`src/rtl/fetch_queue_pkg.sv`:
```
// fetch_queue_pkg: shared entry and state types for the instruction prefetch queue
package fetch_queue_pkg;
    typedef struct packed {
        logic [31:0] data;
        logic [31:0] pc;
        logic        error;
    } FetchQEntry;

    typedef enum logic {FQ_RUN, FQ_ERR_HOLD} FetchQState;

    localparam int unsigned FQ_ENTRY_W = $bits(FetchQEntry);
endpackage

```
`src/rtl/fetch_queue_fifo.sv`:
```
// fetchq_fifo: synchronous FIFO with flush; accepts push when full if a pop happens the same cycle
module fetchq_fifo #(
    parameter int unsigned WIDTH = 32,
    parameter int unsigned DEPTH = 4
) (
    input  logic                   clk,
    input  logic                   rst,
    input  logic                   push,
    input  logic                   pop,
    input  logic                   flush,
    input  logic [WIDTH-1:0]       din,
    output logic [WIDTH-1:0]       dout,
    output logic                   full,
    output logic                   empty,
    output logic [$clog2(DEPTH):0] count
);
    localparam int AW = $clog2(DEPTH);
    localparam logic [AW:0] CAP = (AW + 1)'(DEPTH);

    logic [WIDTH-1:0] mem [DEPTH];
    logic [AW-1:0]    wr_ptr, rd_ptr;
    logic             do_push, do_pop;

    assign empty   = count == '0;
    assign full    = count == CAP;
    assign do_pop  = pop && !empty;
    assign do_push = push && (!full || do_pop);
    assign dout    = mem[rd_ptr];

    always_ff @(posedge clk or negedge rst) begin
        if (!rst) begin
            for (int i = 0; i < int'(DEPTH); i++) mem[i] <= '0;
            wr_ptr <= '0;
            rd_ptr <= '0;
            count  <= '0;
        end else if (flush) begin
            wr_ptr <= '0;
            rd_ptr <= '0;
            count  <= '0;
        end else begin
            if (do_push) begin
                mem[wr_ptr] <= din;
                wr_ptr      <= wr_ptr + AW'(1);
            end
            if (do_pop) rd_ptr <= rd_ptr + AW'(1);
            count <= count + (AW + 1)'(do_push) - (AW + 1)'(do_pop);
        end
    end
endmodule

```
`src/rtl/fetch_queue.sv`:
```
// fetch_queue: instruction prefetch queue between imem and fetch, flushed on redirect.
// Define FETCHQ_BYPASS_EN to forward a response straight to fetch when the queue is empty.
module fetch_queue
    import fetch_queue_pkg::*;
#(
    parameter int unsigned DEPTH    = 4,
    parameter logic [31:0] RESET_PC = 32'h0
) (
    input  logic        clk,
    input  logic        rst,
    output logic        mem_req_valid,
    input  logic        mem_req_ready,
    output logic [31:0] mem_req_addr,
    input  logic        mem_resp_valid,
    input  logic [31:0] mem_resp_data,
    input  logic        mem_resp_error,
    output logic        inst_valid,
    input  logic        inst_ready,
    output logic [31:0] inst_data,
    output logic [31:0] inst_pc,
    output logic        inst_error,
    input  logic        redirect_valid,
    input  logic [31:0] redirect_pc
);
    localparam int CW = $clog2(DEPTH) + 1;
    localparam logic [CW:0] LIMIT = (CW + 1)'(DEPTH);

    FetchQState    state;
    logic [CW-1:0] inflight, discard, occ, tag_count;
    logic          held, can_issue, acc, tag_push, resp_take, push, pop;
    logic          d_full, d_empty, t_full, t_empty;
    logic [31:0]   tag_pc;
    FetchQEntry    resp_e, head;

    // held keeps an unaccepted request stable even if issue conditions drop
    assign can_issue     = state == FQ_RUN && ({1'b0, occ} + {1'b0, inflight}) < LIMIT;
    assign mem_req_valid = rst && (held || can_issue);
    assign acc           = mem_req_valid && mem_req_ready;
    assign tag_push      = acc && !redirect_valid;
    assign resp_take     = mem_resp_valid && !redirect_valid && discard == '0;
    assign resp_e        = '{data: mem_resp_data, pc: tag_pc, error: mem_resp_error};
    assign pop           = inst_ready && !d_empty;

`ifdef FETCHQ_BYPASS_EN
    logic bypass;
    assign bypass     = rst && resp_take && d_empty;
    assign inst_valid = !d_empty || bypass;
    assign {inst_data, inst_pc, inst_error} = bypass ? resp_e : head;
    assign push       = resp_take && !(bypass && inst_ready);
`else
    assign inst_valid = !d_empty;
    assign {inst_data, inst_pc, inst_error} = head;
    assign push       = resp_take;
`endif

    fetchq_fifo #(.WIDTH(FQ_ENTRY_W), .DEPTH(DEPTH)) u_data (
        .clk(clk), .rst(rst), .push(push), .pop(pop), .flush(redirect_valid),
        .din(resp_e), .dout(head), .full(d_full), .empty(d_empty), .count(occ)
    );

    fetchq_fifo #(.WIDTH(32), .DEPTH(DEPTH)) u_tag (
        .clk(clk), .rst(rst), .push(tag_push), .pop(resp_take), .flush(redirect_valid),
        .din(mem_req_addr), .dout(tag_pc), .full(t_full), .empty(t_empty), .count(tag_count)
    );

    always_ff @(posedge clk or negedge rst) begin
        if (!rst) begin
            state        <= FQ_RUN;
            inflight     <= '0;
            discard      <= '0;
            held         <= 1'b0;
            mem_req_addr <= RESET_PC;
        end else if (redirect_valid) begin
            // every response still owed, including one accepted now, must be dropped
            state        <= FQ_RUN;
            inflight     <= '0;
            discard      <= discard + inflight + CW'(acc) - CW'(mem_resp_valid);
            held         <= 1'b0;
            mem_req_addr <= redirect_pc & ~32'h3;
        end else begin
            if (resp_take && mem_resp_error) state <= FQ_ERR_HOLD;
            inflight <= inflight + CW'(acc) - CW'(resp_take);
            discard  <= discard - CW'(mem_resp_valid && discard != '0);
            held     <= mem_req_valid && !mem_req_ready;
            if (acc) mem_req_addr <= mem_req_addr + 32'd4;
        end
    end

    assert property (@(posedge clk) disable iff (!rst)
        {1'b0, inflight} <= LIMIT && {1'b0, discard} <= LIMIT && tag_count == inflight);
    assert property (@(posedge clk) disable iff (!rst)
        !(push && d_full && !pop) && !(tag_push && t_full) && !(resp_take && t_empty));
endmodule
```
`config.mk`:
```
export PLATFORM = sky130hd
export DESIGN_NAME = fetch_queue
export DESIGN_NICKNAME = d
export VERILOG_FILES = /design/src/rtl/fetch_queue_pkg.sv /design/src/rtl/fetch_queue_fifo.sv /design/src/rtl/fetch_queue.sv
export SDC_FILE = /design/constraint.sdc
export NUM_CORES = 1
export LEC_CHECK = 0
export BUFFER_PORTS_ARGS = -buffer_cell sky130_fd_sc_hd__clkbuf_2
export CAP_MARGIN = 5
export CORE_ASPECT_RATIO = 0.8
export CORE_MARGIN = 4
export CORE_UTILIZATION = 50
export CTS_BUF_LIST = sky130_fd_sc_hd__clkbuf_16
export DETAILED_ROUTE_END_ITERATION = 6
export PLACE_DENSITY = 0.68
export SYNTH_ARGS = -nofsm -noshare
export SYNTH_HDL_FRONTEND = slang
export SYNTH_SLANG_ARGS = --single-unit
export TNS_END_PERCENT = 5
```
`constraint.sdc`:
```
create_clock -name clk -period 3.07 [get_ports clk]
set_input_delay 0 -clock clk [delete_from_list [all_inputs] [get_ports clk]]
set_output_delay 0 -clock clk [all_outputs]
set_load 0.03 [all_outputs]
```
==> results.cfg, run 1 <==
[outcome]
status = finished clean

[yosys]
postSynth.topFlopCell = dfrtp_1
netlist.top_cell.by_area = dfrtp_1
count_of_flip_flops_with_a_built_in_enable_after_synthesis = 0
synth.top_cells.by_count = dfrtp_1, mux2_4, mux4_2
synth_seq_cells = 424
syn-instance-count = 1243
yosysSeqAreaShare_pct = 50.3
synth-async-reset-ratio_pct = 100
yosys_warning_total = 0
synth_area_um2 = 21100
synth_top_area_share_pct = 50.3
netlist-cell-type-count = 47
post-synth-top-count-cell = dfrtp_1
synth.avg_cell_area_um2 = 17.0
synthTopCellsByArea = dfrtp_1, mux2_4, mux4_2

[worst_hold_path]
min_path_type = input pin to asynchronous set/reset pin

[power_and_ir_drop]
internal-power_mw = 13.1
power.clock.fraction_pct = 25.9
power_density_nw_per_um2 = 810
share_comb_of_total_power_pct = 33.8
power_dissipated_by_switching_net_loads_mw = 6.35
p_leak_nw = 11.5
vdd_drop_max_uv = 409
sw_share_pct = 32.6
power.total_mw = 19.5
power.share.sequential_pct = 40.2

[critical_path]
worst-setup-path-type = flip-flop to flip-flop
critical_path.startpoint_type = flip-flop
critical_path_arrival_ns = 3.20
worst-path-max-fanout = 22
worst_endpoint_required_time_ns = 3.56
crit_path_end_kind = flip-flop

[clock_tree]
cts.path.max_buffers = 3
num_cts_buffers = 44
clock_insertion_delay_worst_skew_ns = 0.56
clk_pin_slew_worst_paths_ns = 0.06
cts_tree = yes
cts_htree_levels = 2
root_buffer = clkbuf_16
clock_sink_count = 424

[grt]
grt_pass1_vias = 12200
globalRouteTotalUtil_pct = 19.7
grt_overflow_total = 0
grt_pass1_wl_mm = 71.6
antenna_found_initial = 0
grt_start_max_net_pins = 147

[routing]
ant_nets = 0
drt_wl_total_mm = 44.4
route.vias.total = 11100
number_of_drc_markers_in_iteration_0 = 677
post-route-drc-count = 0
detail_route.vias_per_cell = 5.45
route.detailed.wl_per_inst_um = 21.7
drtPass1Iterations = 5

[sta]
max_slew.worst_pin.slew_ns = 0.885
timing.setup.tns_ns = 0
setup-violations-final = 0
setup_repair_after_global_routing_missed_its_margin = no
final_max_slew_viol_count = 0
layout_min_cycle_time_ns = 2.71
hold_viol = 0
max-slew-margin-rel_pct = 41.0
portion_of_the_clock_cycle_consumed_by_the_worst_path_in_the_final_layout_pct = 88.2
timing.clock.skew_ns = 0.0227
timing.fmax_mhz = 369

[die]
die_area_um2 = 45500
die_height_um = 192
design.portCount = 170
floorplan.initialDensity_pct = 51.3
rows = 66
die_w_um = 238
core_region_area_um2 = 41100

[place]
detailed_place_hpwl_mm = 27.6
place_congestion = 0.768
io_buffers = 163

[cells_and_area]
fin_util_pct = 58.4
area.growth.synth_to_final_pct = 14.0
finalNetCount = 1568
fill_cells = 3168
diode_insertion_count_for_antenna_repair = 0
layout-drive-gt1-share_pct = 48.9

[job]
max_cap_violations = 0
[worst max-delay path, stage by stage, from the launching register on]
cell	delay, ns
dfrtp_1	0.42
ha_1	0.21
nor4_1	0.39
o211ai_1	0.20
inv_2	0.10
buf_4	0.27
nand3_1	0.14
xor2_1	0.16
o21ai_0	0.17
dlygate4sd3_1	0.56
[cells by family (layout without fill, tap and decap cells)]
logic type      count (synthesis)  after routing  synth area share [%]
mux                           469            469                  36.4
flops                         424            424                  50.3
simple gates                  132            132                  3.60
buf+inv                       110            366                  5.27
compound gates                 45             45                  1.17
xor+xnor                       36             36                  1.50
fa+ha+maj                      26             26                  1.72
other cells                     1              4                0.0178
[metal layers]
layer	share of wire, %	up-vias	track usage [%]	wire (um)
li1	-	4958	-	-
met4	1.7	0	4.31	737
met2	45	202	30.7	20000
met3	3.5	53	2.94	1540
met5	0	-	0	0
met1	50	5936	29.8	22100
[power by group through the flow]
| stage | clock [mW] | combinational [mW] | sequential [mW] |
|---|---|---|---|
| 3_5_place_dp | 0 | 6.56 | 7.86 |
| 3_3_place_gp | 0 | 6.41 | 7.83 |
| 6_report | 5.05 | 6.58 | 7.83 |
| 4_1_cts | 5.19 | 6.64 | 7.83 |
| 5_1_grt | 5.43 | 6.99 | 8.00 |
| 2_1_floorplan | 0 | 5.16 | 7.52 |
[area by class of cell]
cell class | instances | area, um2 | area share, %
clock buffer | 46 | 1150 | 4.79
clock inverter | 31 | 190 | 0.791
inverter | 25 | 93.8 | 0.390
multi-input combinational | 712 | 9380 | 39.0
sequential | 424 | 10600 | 44.2
tap | 544 | 681 | 2.83
timing repair buffer | 264 | 1920 | 8.00
[worst paths after layout]
path / cells after the start / to / slack [ns] / from
max reg2reg: 9 / mem_req_addr[4] / 0.36 / inflight[2]
min in group clk: 4 / mem_req_addr[18] / 0.19 / redirect_pc[18]
min reg2reg: 1 / u_data.mem[64] / 0.50 / u_data.mem[64]
max: 9 / mem_req_addr[4] / 0.36 / inflight[2]
max in group asynchronous: 4 / u_tag.mem[93] / 1.52 / rst
min: 3 / u_data.mem[51] / 0.08 / rst
[layout by cell type (no fill, tap or decap), types with 23 or more instances in the layout]
cell type,synthesis,layout
mux2_4,360,360
inv_1,24,33
clkbuf_16,0,46
clkbuf_2,0,162
o21ai_0,30,30
nand2_1,41,41
dfrtp_1,424,421
mux4_2,93,93
dlygate4sd3_1,0,70
nor2_1,23,23
[what timing repair did]
item	in CTS	in global routing
hold endpoints to repair	468	0
hold buffers	71	0
resized for setup	0	0
setup buffers	0	0
[state kept, by name, summed over array words and instances (netlist names)]
| register | flops |
|---|---|
| held | 1 |
| u_tag.mem | 120 |
| u_data.wr_ptr | 2 |
| u_tag.count | 3 |
| state | 1 |
| discard | 3 |
| u_data.count | 3 |
| u_tag.rd_ptr | 2 |
| inflight | 3 |
| u_tag.wr_ptr | 2 |
| u_data.rd_ptr | 2 |
| mem_req_addr | 30 |
| u_data.mem | 252 |
[through the flow]
step | cell area, um2 | cells | worst slack, ns | hold WS [ns]
3_5_place_dp | 22000 | 1898 | 0.368 | -0.0893
2_1_floorplan | 21100 | 1246 | 0.507 | -0.296
4_1_cts | 24000 | 2046 | 0.368 | 0.0618
3_3_place_gp | 22000 | 1898 | 0.365 | -0.0933
6_report | 24000 | 2046 | 0.363 | 0.0840
5_1_grt | 24000 | 2046 | 0.198 | 0.0908
Power figures use the tool's default switching activity.
==> run 2: changes to the inputs <==
--- a/config.mk
+++ b/config.mk
@@ -13,6 +13,7 @@
 export CTS_BUF_LIST = sky130_fd_sc_hd__clkbuf_16
 export DETAILED_ROUTE_END_ITERATION = 6
 export PLACE_DENSITY = 0.68
+export SETUP_SLACK_MARGIN = 0.5
 export SYNTH_ARGS = -nofsm -noshare
 export SYNTH_HDL_FRONTEND = slang
 export SYNTH_SLANG_ARGS = --single-unit
==> results.cfg, run 2 (same netlist as run 1, synthesis figures left out) <==
[critical_path]
critical_path_arrival_ns = 2.98
crit_path_end_kind = flip-flop
ff2ff_path_depth = 5
regToRegStartpoint = discard[1]
critical_path.startpoint_type = flip-flop
worst-r2r-setup-slack_ns = 0.53
r2r_end = u_data.mem[3]
worst-setup-path-type = flip-flop to flip-flop
worst-path-max-fanout = 21
worst_endpoint_required_time_ns = 3.51

[place]
place_congestion = 0.768
detailed_place_hpwl_mm = 27.6
place_worst_setup_slack_ns = 0.368
io_buffers = 163

[die]
floorplan.initialDensity_pct = 51.3
die_area_um2 = 45500
rows = 66
core_region_area_um2 = 41100
die_w_um = 238
die_height_um = 192
design.portCount = 170

[power_and_ir_drop]
power_dissipated_by_switching_net_loads_mw = 6.36
power_density_nw_per_um2 = 808
power.share.sequential_pct = 40.2
power.clock.fraction_pct = 25.9
internal-power_mw = 13.1
p_leak_nw = 11.5
vdd_drop_max_uv = 412
sw_share_pct = 32.6
share_comb_of_total_power_pct = 33.9

[cells_and_area]
fin_util_pct = 58.7
area.growth.synth_to_final_pct = 14.4
finalNetCount = 1575
layout-drive-gt1-share_pct = 49.6
diode_insertion_count_for_antenna_repair = 0
layout_common_cells = dfrtp_1, mux2_4, clkbuf_2
final_common_cell = dfrtp_1
registers.top_by_ff_count = u_data.mem
fill_cells = 3157
largest_registers = u_data.mem (252), u_tag.mem (120), mem_req_addr (30)
largest_register_ffs = 252

[sta]
timing.setup.tns_ns = 0
timing.fmax_mhz = 393
setup_repair_after_global_routing_missed_its_margin = yes
post-route-worst-setup-slack_ns = 0.527
hold_viol = 0
portion_of_the_clock_cycle_consumed_by_the_worst_path_in_the_final_layout_pct = 82.8
layout_min_cycle_time_ns = 2.54
timing.clock.skew_ns = 0.0239
hold_slack_ns = 0.0826
setup-violations-final = 0
max_slew.worst_pin.slew_ns = 0.881
final_max_slew_viol_count = 0
max-slew-margin-rel_pct = 41.2

[clock_tree]
num_cts_buffers = 44
clock_insertion_delay_worst_skew_ns = 0.56
clk_pin_slew_worst_paths_ns = 0.06
cts_tree = yes
root_buffer = clkbuf_16
cts.path.max_buffers = 3
clock_sink_count = 424
cts_htree_levels = 2

[routing]
detail_route.vias_per_cell = 5.43
route.detailed.wl_per_inst_um = 21.6
drt_wl_total_mm = 44.3
drtPass1Iterations = 4
route.vias.total = 11100
number_of_drc_markers_in_iteration_0 = 675
post-route-drc-count = 0
ant_nets = 0

[grt]
grt_pass1_wl_mm = 71.5
globalRouteTotalUtil_pct = 19.7
grt_overflow_total = 0
antenna_found_initial = 0
grt_pass1_vias = 12200
grt_start_max_net_pins = 147

[worst_hold_path]
min_path_type = input pin to asynchronous set/reset pin

[job]
max_cap_violations = 0

[outcome]
status = finished clean
[run 2: cell count changes in the layout (fill, tap and decap cells not counted), sizes merged]
cell         before  now
buf              32   41
dlygate4sd3      70   68
[run 2: what timing repair did]
action	in CTS	in global routing
gates resized for setup	1	6
buffers inserted	2	7
cloned	0	0
endpoints found under the hold margin	468	0
endpoints found under the setup margin	21	189
pin swaps	1	4
hold buffers	69	0
[run 2: how the worst max path moves through the flow]
stage / start / to / depth (start not counted)
after floorplan: inflight[2] / discard[2] / 9
after global placement: inflight[2] / u_tag.count[2] / 10
after detailed placement: inflight[2] / u_tag.count[2] / 10
after CTS: inflight[2] / discard[2] / 9
after global routing: u_data.count[2] / discard[2] / 9
final: discard[1] / u_data.mem[3] / 5
[run 2: layout make-up]
type,instances,area [um2],share of cell area [%]
multi-input cells,712,9400,39.0
clock inverters,31,190,0.788
repair buffers,271,1990,8.23
clock buffers,46,1150,4.77
inverters,25,93.8,0.389
flip-flops and latches,424,10600,44.0
well taps,544,681,2.82
[run 2: routing by layer]
layer | part of all wire [%] | vias up | global-route usage [%]
met5 | 0 | - | 0
met4 | 1.6 | 0 | 4.31
met1 | 49 | 5913 | 29.9
met2 | 45 | 208 | 30.5
met3 | 4.5 | 49 | 2.94
li1 | - | 4977 | -
[run 2: worst max-delay path: stages (launching register included)]
cell and delay (ns):
dfrtp_1 0.39, or4b_4 0.62, nor3_4 0.37, and2_4 0.23, buf_4 0.40, mux2_2 0.39
[run 2: metrics by stage]
| step | instances | instance area [um2] | power (mW) |
|---|---|---|---|
| after floorplan | 1246 | 21100 | 12.7 |
| after global placement | 1898 | 22000 | 14.2 |
| after detailed placement | 1898 | 22000 | 14.4 |
| after CTS | 2046 | 24000 | 19.7 |
| after global routing | 2053 | 24100 | 20.5 |
| final | 2053 | 24100 | 19.5 |
[run 2: power groups by stage]
stage	registers, mW	logic (mW)	clock network (mW)
2_1_floorplan	7.52	5.16	0
3_3_place_gp	7.83	6.41	0
3_5_place_dp	7.86	6.56	0
4_1_cts	7.83	6.64	5.19
5_1_grt	8.00	7.03	5.43
6_report	7.83	6.62	5.05
